$ cat src/rtl/ref_mem_ctrl_param_if.sv
// Bus between the search engine (master) and the reference-RAM controller (slave).
// The controller drives the bank write strobes and the read port of the reference RAM.
interface ref_mem_ctrl_param_if #(
    parameter int NUM_BANKS = 32,
    parameter int AW        = 7,
    parameter int SELW      = 4
);
    logic                    begin_prepare;
    logic                    data_valid;
    logic                    rd_req;
    logic [AW-1:0]           rd_line_base;
    logic [SELW-1:0]         rd_col;
    logic                    shift_req;
    logic [NUM_BANKS-1:0]    Bank_sel;
    logic [AW*NUM_BANKS-1:0] write_address_all;
    logic [AW-1:0]           rd_address;
    logic                    rd8R_en;
    logic [SELW-1:0]         rdR_sel;
    logic                    ready;
    logic                    busy;

    modport master (
        output begin_prepare, data_valid, rd_req, rd_line_base, rd_col, shift_req,
        input  Bank_sel, write_address_all, rd_address, rd8R_en, rdR_sel, ready, busy
    );

    modport slave (
        input  begin_prepare, data_valid, rd_req, rd_line_base, rd_col, shift_req,
        output Bank_sel, write_address_all, rd_address, rd8R_en, rdR_sel, ready, busy
    );
endinterface

$ cat src/rtl/ref_mem_ctrl_param.sv
// Reference-window memory controller: preloads all banks group by group, primes the
// read pipe, then serves read bursts and refills the oldest group on request.
module ref_mem_ctrl_param #(
    parameter int NUM_BANKS = 32,
    parameter int GRP       = 4,
    parameter int LINES     = 96,
    parameter int AW        = 7,
    parameter int RD_LINES  = 4,
    parameter int SELW      = 4
) (
    input logic                 clk,
    input logic                 rst,
    ref_mem_ctrl_param_if.slave bus
);
    localparam int NUM_GRP = NUM_BANKS / GRP;
    localparam int GW      = (NUM_GRP > 1) ? $clog2(NUM_GRP) : 1;
    localparam int KW      = (RD_LINES > 1) ? $clog2(RD_LINES) : 1;
    localparam logic [AW-1:0] LAST_LINE = AW'(LINES - 1);
    localparam logic [GW-1:0] LAST_GRP  = GW'(NUM_GRP - 1);
    localparam logic [KW-1:0] LAST_K    = KW'(RD_LINES - 1);

    typedef enum logic [2:0] {IDLE, PRELOAD, PRIME, SEARCH, REFILL} state_t;

    state_t                  state_q, state_d;
    logic [AW-1:0]           line_cnt_q, line_cnt_d;
    logic [GW-1:0]           grp_cnt_q, grp_cnt_d;
    logic [GW-1:0]           oldest_grp_q, oldest_grp_d;
    logic [KW-1:0]           k_q, k_d;
    logic                    burst_q, burst_d;
    logic                    pending_q, pending_d;
    logic [NUM_BANKS-1:0]    bank_sel_q, bank_sel_d;
    logic [AW*NUM_BANKS-1:0] waddr_q, waddr_d;
    logic [AW-1:0]           rd_address_q, rd_address_d;
    logic                    rd8r_en_q, rd8r_en_d;
    logic [SELW-1:0]         rdr_sel_q, rdr_sel_d;
    logic                    ready_q, ready_d;
    logic                    busy_q, busy_d;

    logic [GW-1:0]           wr_grp;
    logic [AW-1:0]           next_rd;
    logic [31:0]             base_ext;
    logic [AW-1:0]           base_mod;

    // Every output is computed here for the following cycle; k_q counts the
    // position inside a prime sequence or read burst.
    always_comb begin
        wr_grp       = (state_q == REFILL) ? oldest_grp_q : grp_cnt_q;
        next_rd      = (rd_address_q == LAST_LINE) ? '0 : rd_address_q + 1'b1;
        base_ext     = 32'(bus.rd_line_base);
        base_mod     = AW'(base_ext % 32'(LINES));

        state_d      = state_q;
        line_cnt_d   = line_cnt_q;
        grp_cnt_d    = grp_cnt_q;
        oldest_grp_d = oldest_grp_q;
        k_d          = k_q;
        burst_d      = 1'b0;
        pending_d    = pending_q;
        bank_sel_d   = '0;
        waddr_d      = waddr_q;
        rd_address_d = rd_address_q;
        rd8r_en_d    = 1'b1;
        rdr_sel_d    = rdr_sel_q;
        ready_d      = 1'b0;
        busy_d       = 1'b0;

        unique case (state_q)
            IDLE: begin
                if (bus.begin_prepare) begin
                    state_d      = PRELOAD;
                    line_cnt_d   = '0;
                    grp_cnt_d    = '0;
                    oldest_grp_d = '0;
                    busy_d       = 1'b1;
                end
            end
            PRELOAD, REFILL: begin
                busy_d = 1'b1;
                if (state_q == REFILL) begin
                    pending_d = pending_q | bus.shift_req;
                end
                if (bus.data_valid) begin
                    bank_sel_d = NUM_BANKS'({GRP{1'b1}}) << (GRP * int'(wr_grp));
                    waddr_d    = {NUM_BANKS{line_cnt_q}};
                    if (line_cnt_q == LAST_LINE) begin
                        line_cnt_d = '0;
                        if (state_q == REFILL) begin
                            oldest_grp_d = (oldest_grp_q == LAST_GRP) ? '0 : oldest_grp_q + 1'b1;
                            state_d      = SEARCH;
                        end else if (grp_cnt_q == LAST_GRP) begin
                            grp_cnt_d = '0;
                            k_d       = '0;
                            state_d   = PRIME;
                        end else begin
                            grp_cnt_d = grp_cnt_q + 1'b1;
                        end
                    end else begin
                        line_cnt_d = line_cnt_q + 1'b1;
                    end
                end
            end
            PRIME: begin
                busy_d       = 1'b1;
                rd8r_en_d    = 1'b0;
                rdr_sel_d    = '0;
                rd_address_d = AW'(k_q);
                if (k_q == LAST_K) begin
                    k_d     = '0;
                    state_d = SEARCH;
                end else begin
                    k_d = k_q + 1'b1;
                end
            end
            SEARCH: begin
                ready_d   = 1'b1;
                pending_d = pending_q | bus.shift_req;
                // A read wins over a pending refill; the refill waits for the burst to drain.
                if (burst_q && (k_q != LAST_K)) begin
                    burst_d      = 1'b1;
                    k_d          = k_q + 1'b1;
                    rd_address_d = next_rd;
                    rd8r_en_d    = 1'b0;
                    busy_d       = 1'b1;
                end else if (!burst_q && bus.rd_req) begin
                    burst_d      = 1'b1;
                    k_d          = '0;
                    rd_address_d = base_mod;
                    rdr_sel_d    = bus.rd_col;
                    rd8r_en_d    = 1'b0;
                    busy_d       = 1'b1;
                end else if (!burst_q && pending_q) begin
                    pending_d  = bus.shift_req;
                    line_cnt_d = '0;
                    state_d    = REFILL;
                    ready_d    = 1'b0;
                    busy_d     = 1'b1;
                end
            end
            default: begin
                state_d = IDLE;
            end
        endcase
    end

    always_ff @(posedge clk) begin
        if (rst) begin
            state_q      <= IDLE;
            line_cnt_q   <= '0;
            grp_cnt_q    <= '0;
            oldest_grp_q <= '0;
            k_q          <= '0;
            burst_q      <= 1'b0;
            pending_q    <= 1'b0;
            bank_sel_q   <= '0;
            waddr_q      <= '0;
            rd_address_q <= '0;
            rd8r_en_q    <= 1'b1;
            rdr_sel_q    <= '0;
            ready_q      <= 1'b0;
            busy_q       <= 1'b0;
        end else begin
            state_q      <= state_d;
            line_cnt_q   <= line_cnt_d;
            grp_cnt_q    <= grp_cnt_d;
            oldest_grp_q <= oldest_grp_d;
            k_q          <= k_d;
            burst_q      <= burst_d;
            pending_q    <= pending_d;
            bank_sel_q   <= bank_sel_d;
            waddr_q      <= waddr_d;
            rd_address_q <= rd_address_d;
            rd8r_en_q    <= rd8r_en_d;
            rdr_sel_q    <= rdr_sel_d;
            ready_q      <= ready_d;
            busy_q       <= busy_d;
        end
    end

    assign bus.Bank_sel          = bank_sel_q;
    assign bus.write_address_all = waddr_q;
    assign bus.rd_address        = rd_address_q;
    assign bus.rd8R_en           = rd8r_en_q;
    assign bus.rdR_sel           = rdr_sel_q;
    assign bus.ready             = ready_q;
    assign bus.busy              = busy_q;
endmodule

$ cat src/flat_wrapper.sv
// flat-port wrapper written by rule: the top's interface ports become plain ports
module ref_mem_ctrl_param_flat 
#(
    parameter int NUM_BANKS = 32,
    parameter int GRP       = 4,
    parameter int LINES     = 96,
    parameter int AW        = 7,
    parameter int RD_LINES  = 4,
    parameter int SELW      = 4
)
  (clk, rst, bus_begin_prepare, bus_data_valid, bus_rd_req, bus_rd_line_base, bus_rd_col, bus_shift_req, bus_Bank_sel, bus_write_address_all, bus_rd_address, bus_rd8R_en, bus_rdR_sel, bus_ready, bus_busy);
  ref_mem_ctrl_param_if #(.NUM_BANKS(NUM_BANKS), .AW(AW), .SELW(SELW)) bus_i ();
  input logic clk;
  input logic rst;
  input wire logic [$bits(bus_i.begin_prepare)-1:0] bus_begin_prepare;
  input wire logic [$bits(bus_i.data_valid)-1:0] bus_data_valid;
  input wire logic [$bits(bus_i.rd_req)-1:0] bus_rd_req;
  input wire logic [$bits(bus_i.rd_line_base)-1:0] bus_rd_line_base;
  input wire logic [$bits(bus_i.rd_col)-1:0] bus_rd_col;
  input wire logic [$bits(bus_i.shift_req)-1:0] bus_shift_req;
  output wire logic [$bits(bus_i.Bank_sel)-1:0] bus_Bank_sel;
  output wire logic [$bits(bus_i.write_address_all)-1:0] bus_write_address_all;
  output wire logic [$bits(bus_i.rd_address)-1:0] bus_rd_address;
  output wire logic [$bits(bus_i.rd8R_en)-1:0] bus_rd8R_en;
  output wire logic [$bits(bus_i.rdR_sel)-1:0] bus_rdR_sel;
  output wire logic [$bits(bus_i.ready)-1:0] bus_ready;
  output wire logic [$bits(bus_i.busy)-1:0] bus_busy;
  assign bus_i.begin_prepare = bus_begin_prepare;
  assign bus_i.data_valid = bus_data_valid;
  assign bus_i.rd_req = bus_rd_req;
  assign bus_i.rd_line_base = bus_rd_line_base;
  assign bus_i.rd_col = bus_rd_col;
  assign bus_i.shift_req = bus_shift_req;
  assign bus_Bank_sel = bus_i.Bank_sel;
  assign bus_write_address_all = bus_i.write_address_all;
  assign bus_rd_address = bus_i.rd_address;
  assign bus_rd8R_en = bus_i.rd8R_en;
  assign bus_rdR_sel = bus_i.rdR_sel;
  assign bus_ready = bus_i.ready;
  assign bus_busy = bus_i.busy;
  ref_mem_ctrl_param #(.NUM_BANKS(NUM_BANKS), .GRP(GRP), .LINES(LINES), .AW(AW), .RD_LINES(RD_LINES), .SELW(SELW)) u_core (.clk(clk), .rst(rst), .bus(bus_i));
endmodule
$ cat config.mk
export PLATFORM = sky130hd
export DESIGN_NAME = ref_mem_ctrl_param_flat
export DESIGN_NICKNAME = d
export VERILOG_FILES = /design/src/rtl/ref_mem_ctrl_param_if.sv /design/src/rtl/ref_mem_ctrl_param.sv /design/src/flat_wrapper.sv
export SDC_FILE = /design/constraint.sdc
export NUM_CORES = 1
export LEC_CHECK = 0
export BUFFER_PORTS_ARGS = -buffer_cell sky130_fd_sc_hd__buf_2
export CORE_ASPECT_RATIO = 1.2
export CORE_MARGIN = 10
export CORE_UTILIZATION = 44
export CTS_BUF_LIST = sky130_fd_sc_hd__clkbuf_4 sky130_fd_sc_hd__clkbuf_8
export CTS_CLUSTER_DIAMETER = 80
export DETAILED_ROUTE_END_ITERATION = 10
export PLACE_DENSITY = 0.83
export SETUP_SLACK_MARGIN = 0.1
export SLEW_MARGIN = 5
export SYNTH_ARGS = -nofsm -noshare
export SYNTH_HDL_FRONTEND = slang
export SYNTH_SLANG_ARGS = --single-unit
$ cat constraint.sdc
create_clock -name clk -period 2.2 [get_ports clk]
set_input_delay 0.66 -clock clk [delete_from_list [all_inputs] [get_ports clk]]
set_output_delay 0.66 -clock clk [all_outputs]
set_load 0.1 [all_outputs]
==> results.sh, run 1 <==
export IMPL_ys_ff_latch=49
export IMPL_critPathCaptureType="output pin"
export IMPL_start_util_pct=44.6
export IMPL_p_leak_nw=2.52
export IMPL_reg2reg_slack_ns=0.26
export IMPL_relSlewSlack_pct=64.0
export IMPL_r2r_end="u_core.oldest_grp_q[0]"
export IMPL_grt_use_total_pct=14.7
export IMPL_dp_cells=712
export IMPL_finalHoldViolations=0
export IMPL_timing_hold_ws_ns=0.459
export IMPL_placement_io_buffers=286
export IMPL_worst_pin_slew_ns=0.539
export IMPL_via_per_inst=4.81
export IMPL_period_needed_ns=2.05
export IMPL_cts_max_level=2
export IMPL_crit_path_start_kind="register"
export IMPL_path_class="reg2out"
export IMPL_drt_initial_drc_count=319
export IMPL_synth_compound_area_share_pct=13.5
export IMPL_cp_top_family="flip-flops"
export IMPL_yosysTopAreaCell="buf_4"
export IMPL_synth_top_family_by_area="buffers and inverters"
export IMPL_slowest_stage="dfxtp_2"
export IMPL_antenna_cells=0
export IMPL_synth_fa_ha_area_share_pct=1.98
export IMPL_fmax_mhz=487
export IMPL_die_area_um2=14500
export IMPL_layout_worst_path_cycle_share_pct=93.3
export IMPL_max_cap_violations=0
export IMPL_fill_cells=993
export IMPL_worstSetupStartpoint="u_core.bus.write_address_all[220]"
export IMPL_ir_worst_vdd_v=0.000357
export IMPL_rsz0062_at_grt="true"
export IMPL_grt_max_degree=37
export IMPL_synth_cell_type_count=63
export IMPL_worstPathArrival_ns=1.39
export IMPL_multi_input_area_um2=1480
export IMPL_die_height_um=130
export IMPL_finalSetupViolCount=0
export IMPL_wl_per_cell_um=16.9
export IMPL_place_hpwl_um=9770
export IMPL_cts_buffers=5
export IMPL_synth_most_common_cell="buf_4"
export IMPL_grt_pass1_wl_um=18300
export IMPL_vias=3461
export IMPL_clock_latency_ns=0.30
export IMPL_cts_clk_slew_worst_paths_ns=0.08
export IMPL_synthesis_nets=573
export IMPL_synth_edf_count=0
export IMPL_regArea_um2=1010
export IMPL_postCtsHoldBufs=0
export IMPL_critical_path_required_ns=1.54
export IMPL_cts_tree="done"
export IMPL_synthCells=549
export IMPL_synth_xor_area_share_pct=0.368
export IMPL_timing_setup_tns_ns=0
export IMPL_synthTopCellsByArea="buf_4 41%, dfxtp_1 22%, a21oi_1 2.7%"
export IMPL_overflow=0
export IMPL_drc=0
export IMPL_clkSinkCount=49
export IMPL_synth_top_area_share_pct=41.1
export IMPL_fin_skew_ns=0.00659
export IMPL_routed_wl_um=12200
export IMPL_area_growth_pct=3.51
export IMPL_ios=287
export IMPL_drtPass1Iterations=5
export IMPL_synthSimpleGateAreaFrac_pct=15.4
export IMPL_crit_buf_inv=1
export IMPL_gp_congestion=0.846
export IMPL_row_count=40
export IMPL_reg2reg_from="u_core.line_cnt_q[0]"
export IMPL_first_global_vias=3289
export IMPL_synth_area_per_cell_um2=8.05
export IMPL_drive_gt1_share_pct=55.1
export IMPL_die_width_um=112
export IMPL_core_um2=9910
export IMPL_slew_violations=0
export IMPL_max_stage_delay_ns=0.57
export IMPL_grt_antenna_before_repair=0
export IMPL_path_cells="buf_2"
export IMPL_final_antenna_net_count=0
export IMPL_finalNonFillerCells=719
export IMPL_worst_path_stages=1
export IMPL_ys_async_sr_fraction_pct=0
export IMPL_synthesis_area_um2=4420
export IMPL_rr_worst_depth=5
export IMPL_synth_mux_area_share_pct=2.26
export IMPL_critPathCapture="bus_write_address_all[52]"
export IMPL_hold_class="reg2reg"
export IMPL_synthFlopType="dfxtp_1"
export IMPL_final_nets=617
export IMPL_p_per_area_nw_per_um2=475
export IMPL_clockBufferDepth=2
export IMPL_status="finished, final reports clean"
export IMPL_ys_seq_area_share_pct=22.2
export IMPL_yosys_warnings=0
export IMPL_synth_top_cells_by_count="242 x buf_4, 49 x dfxtp_1, 31 x nor2_1"
export IMPL_critPathMaxFanout=33
export IMPL_root_buffer="clkbuf_8"
[layout make-up]
type	count	area share, %
clock buffer	7	1.97
tap	126	3.44
inverter	11	0.902
sequential	49	22.0
multi-input combinational	226	32.4
timing repair buffer	300	39.3
[layout by cell type (no fill, tap or decap), types with 10 or more instances in the layout]
| cell type | n |
|---|---|
| mux2i_1 | 10 |
| a21oi_1 | 24 |
| dfxtp_1 | 39 |
| nor2_1 | 31 |
| nand2_1 | 20 |
| inv_1 | 11 |
| buf_4 | 52 |
| clkbuf_4 | 55 |
| buf_2 | 192 |
| o21ai_0 | 13 |
[routing by layer]
layer,up-vias,GRT usage [%],share of wire [%]
met2,184,28.1,54
met1,1556,15.0,36
met3,10,5.28,9.4
met4,0,2.95,0.73
li1,1711,-,-
met5,-,0,0
[per-stage QoR]
step / worst slack [ns] / total power [W] / utilization [%] / cell area, µm²
CTS: 0.0450 / 0.00219 / 44.7 / 4430
global route: 0.0495 / 0.00229 / 46.2 / 4580
floorplan: 0.148 / 0.00154 / - / 4430
global placement: 0.174 / 0.00164 / 42.7 / 4240
finish: 0.148 / 0.00218 / 46.2 / 4580
detailed placement: 0.144 / 0.00164 / 42.7 / 4240
[repair_timing]
action	4_1_cts	5_1_grt
setup endpoints to repair	92	188
buffers inserted	0	0
gates resized for setup	40	61
[worst min-delay path by stage]
| stage | from | to | slack [ns] | cells after the start |
|---|---|---|---|---|
| global placement | u_core.bus.rdR_sel[2] | u_core.bus.rdR_sel[2] | 0.44 | 2 |
| floorplan | u_core.oldest_grp_q[2] | u_core.oldest_grp_q[2] | 0.47 | 2 |
| CTS | u_core.bus.rdR_sel[0] | u_core.bus.rdR_sel[0] | 0.46 | 2 |
| detailed placement | u_core.bus.rdR_sel[0] | u_core.bus.rdR_sel[0] | 0.45 | 2 |
| finish | u_core.bus.rdR_sel[2] | u_core.bus.rdR_sel[2] | 0.46 | 2 |
| global route | u_core.bus.rdR_sel[3] | u_core.bus.rdR_sel[3] | 0.49 | 2 |
[registers in the layout, indices dropped and copies added (netlist names)]
register,count
u_core.oldest_grp_q,3
u_core.grp_cnt_q,3
u_core.bus.rd8R_en,1
u_core.bus.ready,1
u_core.k_q,2
u_core.bus.busy,1
u_core.line_cnt_q,7
u_core.bus.rd_address,7
u_core.state_q,3
u_core.burst_q,1
u_core.bus.rdR_sel,4
u_core.bus.Bank_sel,8
u_core.pending_q,1
u_core.bus.write_address_all,7
[report_power, final]
| part | switching [W] | leakage (nW) | internal, W |
|---|---|---|---|
| combinational | 0.000476 | 2.07 | 0.000191 |
| sequential | 0.0000585 | 0.402 | 0.000903 |
| clock | 0.000284 | 0.0477 | 0.000262 |
| total | 0.000819 | 2.52 | 0.00136 |
[cell families (layout without fill, tap and decap cells)]
kind of cell,Yosys count,after routing
buffers and inverters,274,318
xor gates and xnor gates,1,1
muxes,10,10
and+or+nand+nor,120,120
DFF,49,49
adders and majority gates,7,7
AOI/OAI and AO/OA,88,88
Note: power is estimated with default switching activity, not from simulation.
==> run 2: changes to the inputs <==
--- a/config.mk
+++ b/config.mk
@@ -8,11 +8,12 @@
 export BUFFER_PORTS_ARGS = -buffer_cell sky130_fd_sc_hd__buf_2
 export CORE_ASPECT_RATIO = 1.2
 export CORE_MARGIN = 10
-export CORE_UTILIZATION = 44
+export CORE_UTILIZATION = 43
 export CTS_BUF_LIST = sky130_fd_sc_hd__clkbuf_4 sky130_fd_sc_hd__clkbuf_8
 export CTS_CLUSTER_DIAMETER = 80
 export DETAILED_ROUTE_END_ITERATION = 10
-export PLACE_DENSITY = 0.83
+export PLACE_DENSITY = 0.81
+export REMOVE_ABC_BUFFERS = 1
 export SETUP_SLACK_MARGIN = 0.1
 export SLEW_MARGIN = 5
 export SYNTH_ARGS = -nofsm -noshare
==> results.sh, run 2 (same netlist as run 1, synthesis figures left out) <==
export IMPL_drc=0
export IMPL_seqPwrFrac_pct=39.4
export IMPL_cts_tree="done"
export IMPL_row_count=40
export IMPL_clock_latency_ns=0.31
export IMPL_root_buffer="clkbuf_8"
export IMPL_max_cap_violations=0
export IMPL_comb_power_share_pct=32.3
export IMPL_final_core_util_pct=78.6
export IMPL_drt_initial_drc_count=394
export IMPL_final_nets=624
export IMPL_switchingPower_w=0.000880
export IMPL_fill_cells=546
export IMPL_internal_power_w=0.00153
export IMPL_antenna_cells=0
export IMPL_critPathMaxFanout=32
export IMPL_clkSinkCount=49
export IMPL_worstSetupStartpoint="u_core.bus.write_address_all[220]"
export IMPL_p_per_area_nw_per_um2=306
export IMPL_start_util_pct=44.2
export IMPL_rsz0062_at_grt="true"
export IMPL_placement_io_buffers=286
export IMPL_ios=287
export IMPL_hold_class="reg2reg"
export IMPL_final_antenna_net_count=0
export IMPL_crit_path_start_kind="register"
export IMPL_cts_buffers=5
export IMPL_p_leak_nw=3.20
export IMPL_final_common_cell="buf_12"
export IMPL_die_area_um2=14800
export IMPL_period_needed_ns=2.00
export IMPL_via_per_inst=5.34
export IMPL_reg2reg_slack_ns=0.24
export IMPL_power_w=0.00241
export IMPL_timing_setup_tns_ns=0
export IMPL_critical_path_required_ns=1.54
export IMPL_regArea_um2=986
export IMPL_relSlewSlack_pct=62.8
export IMPL_largest_reg_flops=8
export IMPL_critPathCapture="bus_write_address_all[24]"
export IMPL_grt_max_degree=34
export IMPL_core_um2=10000
export IMPL_timing_hold_ws_ns=0.502
export IMPL_clockPowerShare_pct=28.3
export IMPL_cts_max_level=2
export IMPL_die_height_um=131
export IMPL_finalSetupViolCount=0
export IMPL_grt_pass1_wl_um=28000
export IMPL_worstPathArrival_ns=1.34
export IMPL_final_cell_mix="233 x buf_12, 62 x buf_2, 45 x dfxtp_1"
export IMPL_cts_clk_slew_worst_paths_ns=0.09
export IMPL_fin_skew_ns=0.0104
export IMPL_status="finished, final reports clean"
export IMPL_slew_violations=0
export IMPL_area_growth_pct=77.8
export IMPL_min_from="u_core.bus.rdR_sel[3]"
export IMPL_wl_per_cell_um=26.4
export IMPL_ir_worst_vdd_v=0.000264
export IMPL_grt_use_total_pct=24.8
export IMPL_worst_pin_slew_ns=0.562
export IMPL_first_global_vias=3957
export IMPL_drive_gt1_share_pct=55.1
export IMPL_routed_wl_um=19200
export IMPL_layout_worst_path_cycle_share_pct=90.9
export IMPL_postCtsHoldBufs=0
export IMPL_clockBufferDepth=2
export IMPL_finalHoldViolations=0
export IMPL_gp_congestion=0.926
export IMPL_grt_antenna_before_repair=0
export IMPL_multi_input_area_um2=1490
export IMPL_finalNonFillerCells=727
export IMPL_place_hpwl_um=16400
export IMPL_die_width_um=113
export IMPL_r2r_end="u_core.oldest_grp_q[0]"
export IMPL_vias=3879
export IMPL_drtPass1Iterations=5
export IMPL_overflow=0
export IMPL_critPathCaptureType="output pin"
export IMPL_fmax_mhz=500
export IMPL_reg2reg_from="u_core.line_cnt_q[1]"
export IMPL_path_class="reg2out"
export IMPL_dp_cells=719
export IMPL_netSwitchingFraction_pct=36.6
export IMPL_rr_worst_depth=5
run 2: how the worst min path moves through the flow:
stage | cells past startpoint | to
finish | 2 | u_core.bus.rdR_sel[3]
global route | 2 | u_core.bus.rdR_sel[2]
CTS | 2 | u_core.bus.rd_address[1]
detailed placement | 2 | u_core.bus.rdR_sel[3]
global placement | 2 | u_core.bus.rdR_sel[2]
floorplan | 2 | u_core.oldest_grp_q[2]
run 2: final cells by class:
type | instances | area share (%)
Timing Repair Buffer | 307 | 64.4
Multi-Input combinational cell | 226 | 19.0
Sequential cell | 49 | 12.5
Tap cell | 126 | 2.01
Clock buffer | 6 | 1.05
Inverter | 11 | 0.525
Clock inverter | 2 | 0.477
run 2: metrics by stage:
step	instance area [µm²]	setup slack (ns)
6_report	7860	0.200
3_3_place_gp	7730	0.169
5_1_grt	7860	0.0738
4_1_cts	7850	0.143
2_1_floorplan	2500	-19.96
3_5_place_dp	7730	0.116
run 2: repair_timing:
action,CTS,global route
setup buffers,0,0
hold endpoints to repair,0,0
resized for setup,0,6
setup endpoints to repair,0,45
run 2: worst max-delay path: stages, from the launching register on:
cell and delay (ns):
dfxtp_1 0.40, buf_12 0.37, buf_12 0.24
run 2: power groups by stage:
stage	Sequential, W	Combinational (W)	Clock, W
2_1_floorplan	0.00121	0.000261	0
3_5_place_dp	0.000966	0.000758	0
6_report	0.000948	0.000778	0.000680
4_1_cts	0.000946	0.000765	0.000687
5_1_grt	0.000951	0.000817	0.000729
3_3_place_gp	0.000964	0.000729	0
run 2: layer usage:
| metal | GRT usage, % | vias to the layer above | wire [µm] |
|---|---|---|---|
| li1 | - | 1736 | - |
| met1 | 20.8 | 1809 | 5350 |
| met4 | 8.82 | 0 | 762 |
| met3 | 11.7 | 36 | 2380 |
| met5 | 0 | - | 0 |
| met2 | 49.2 | 298 | 10700 |
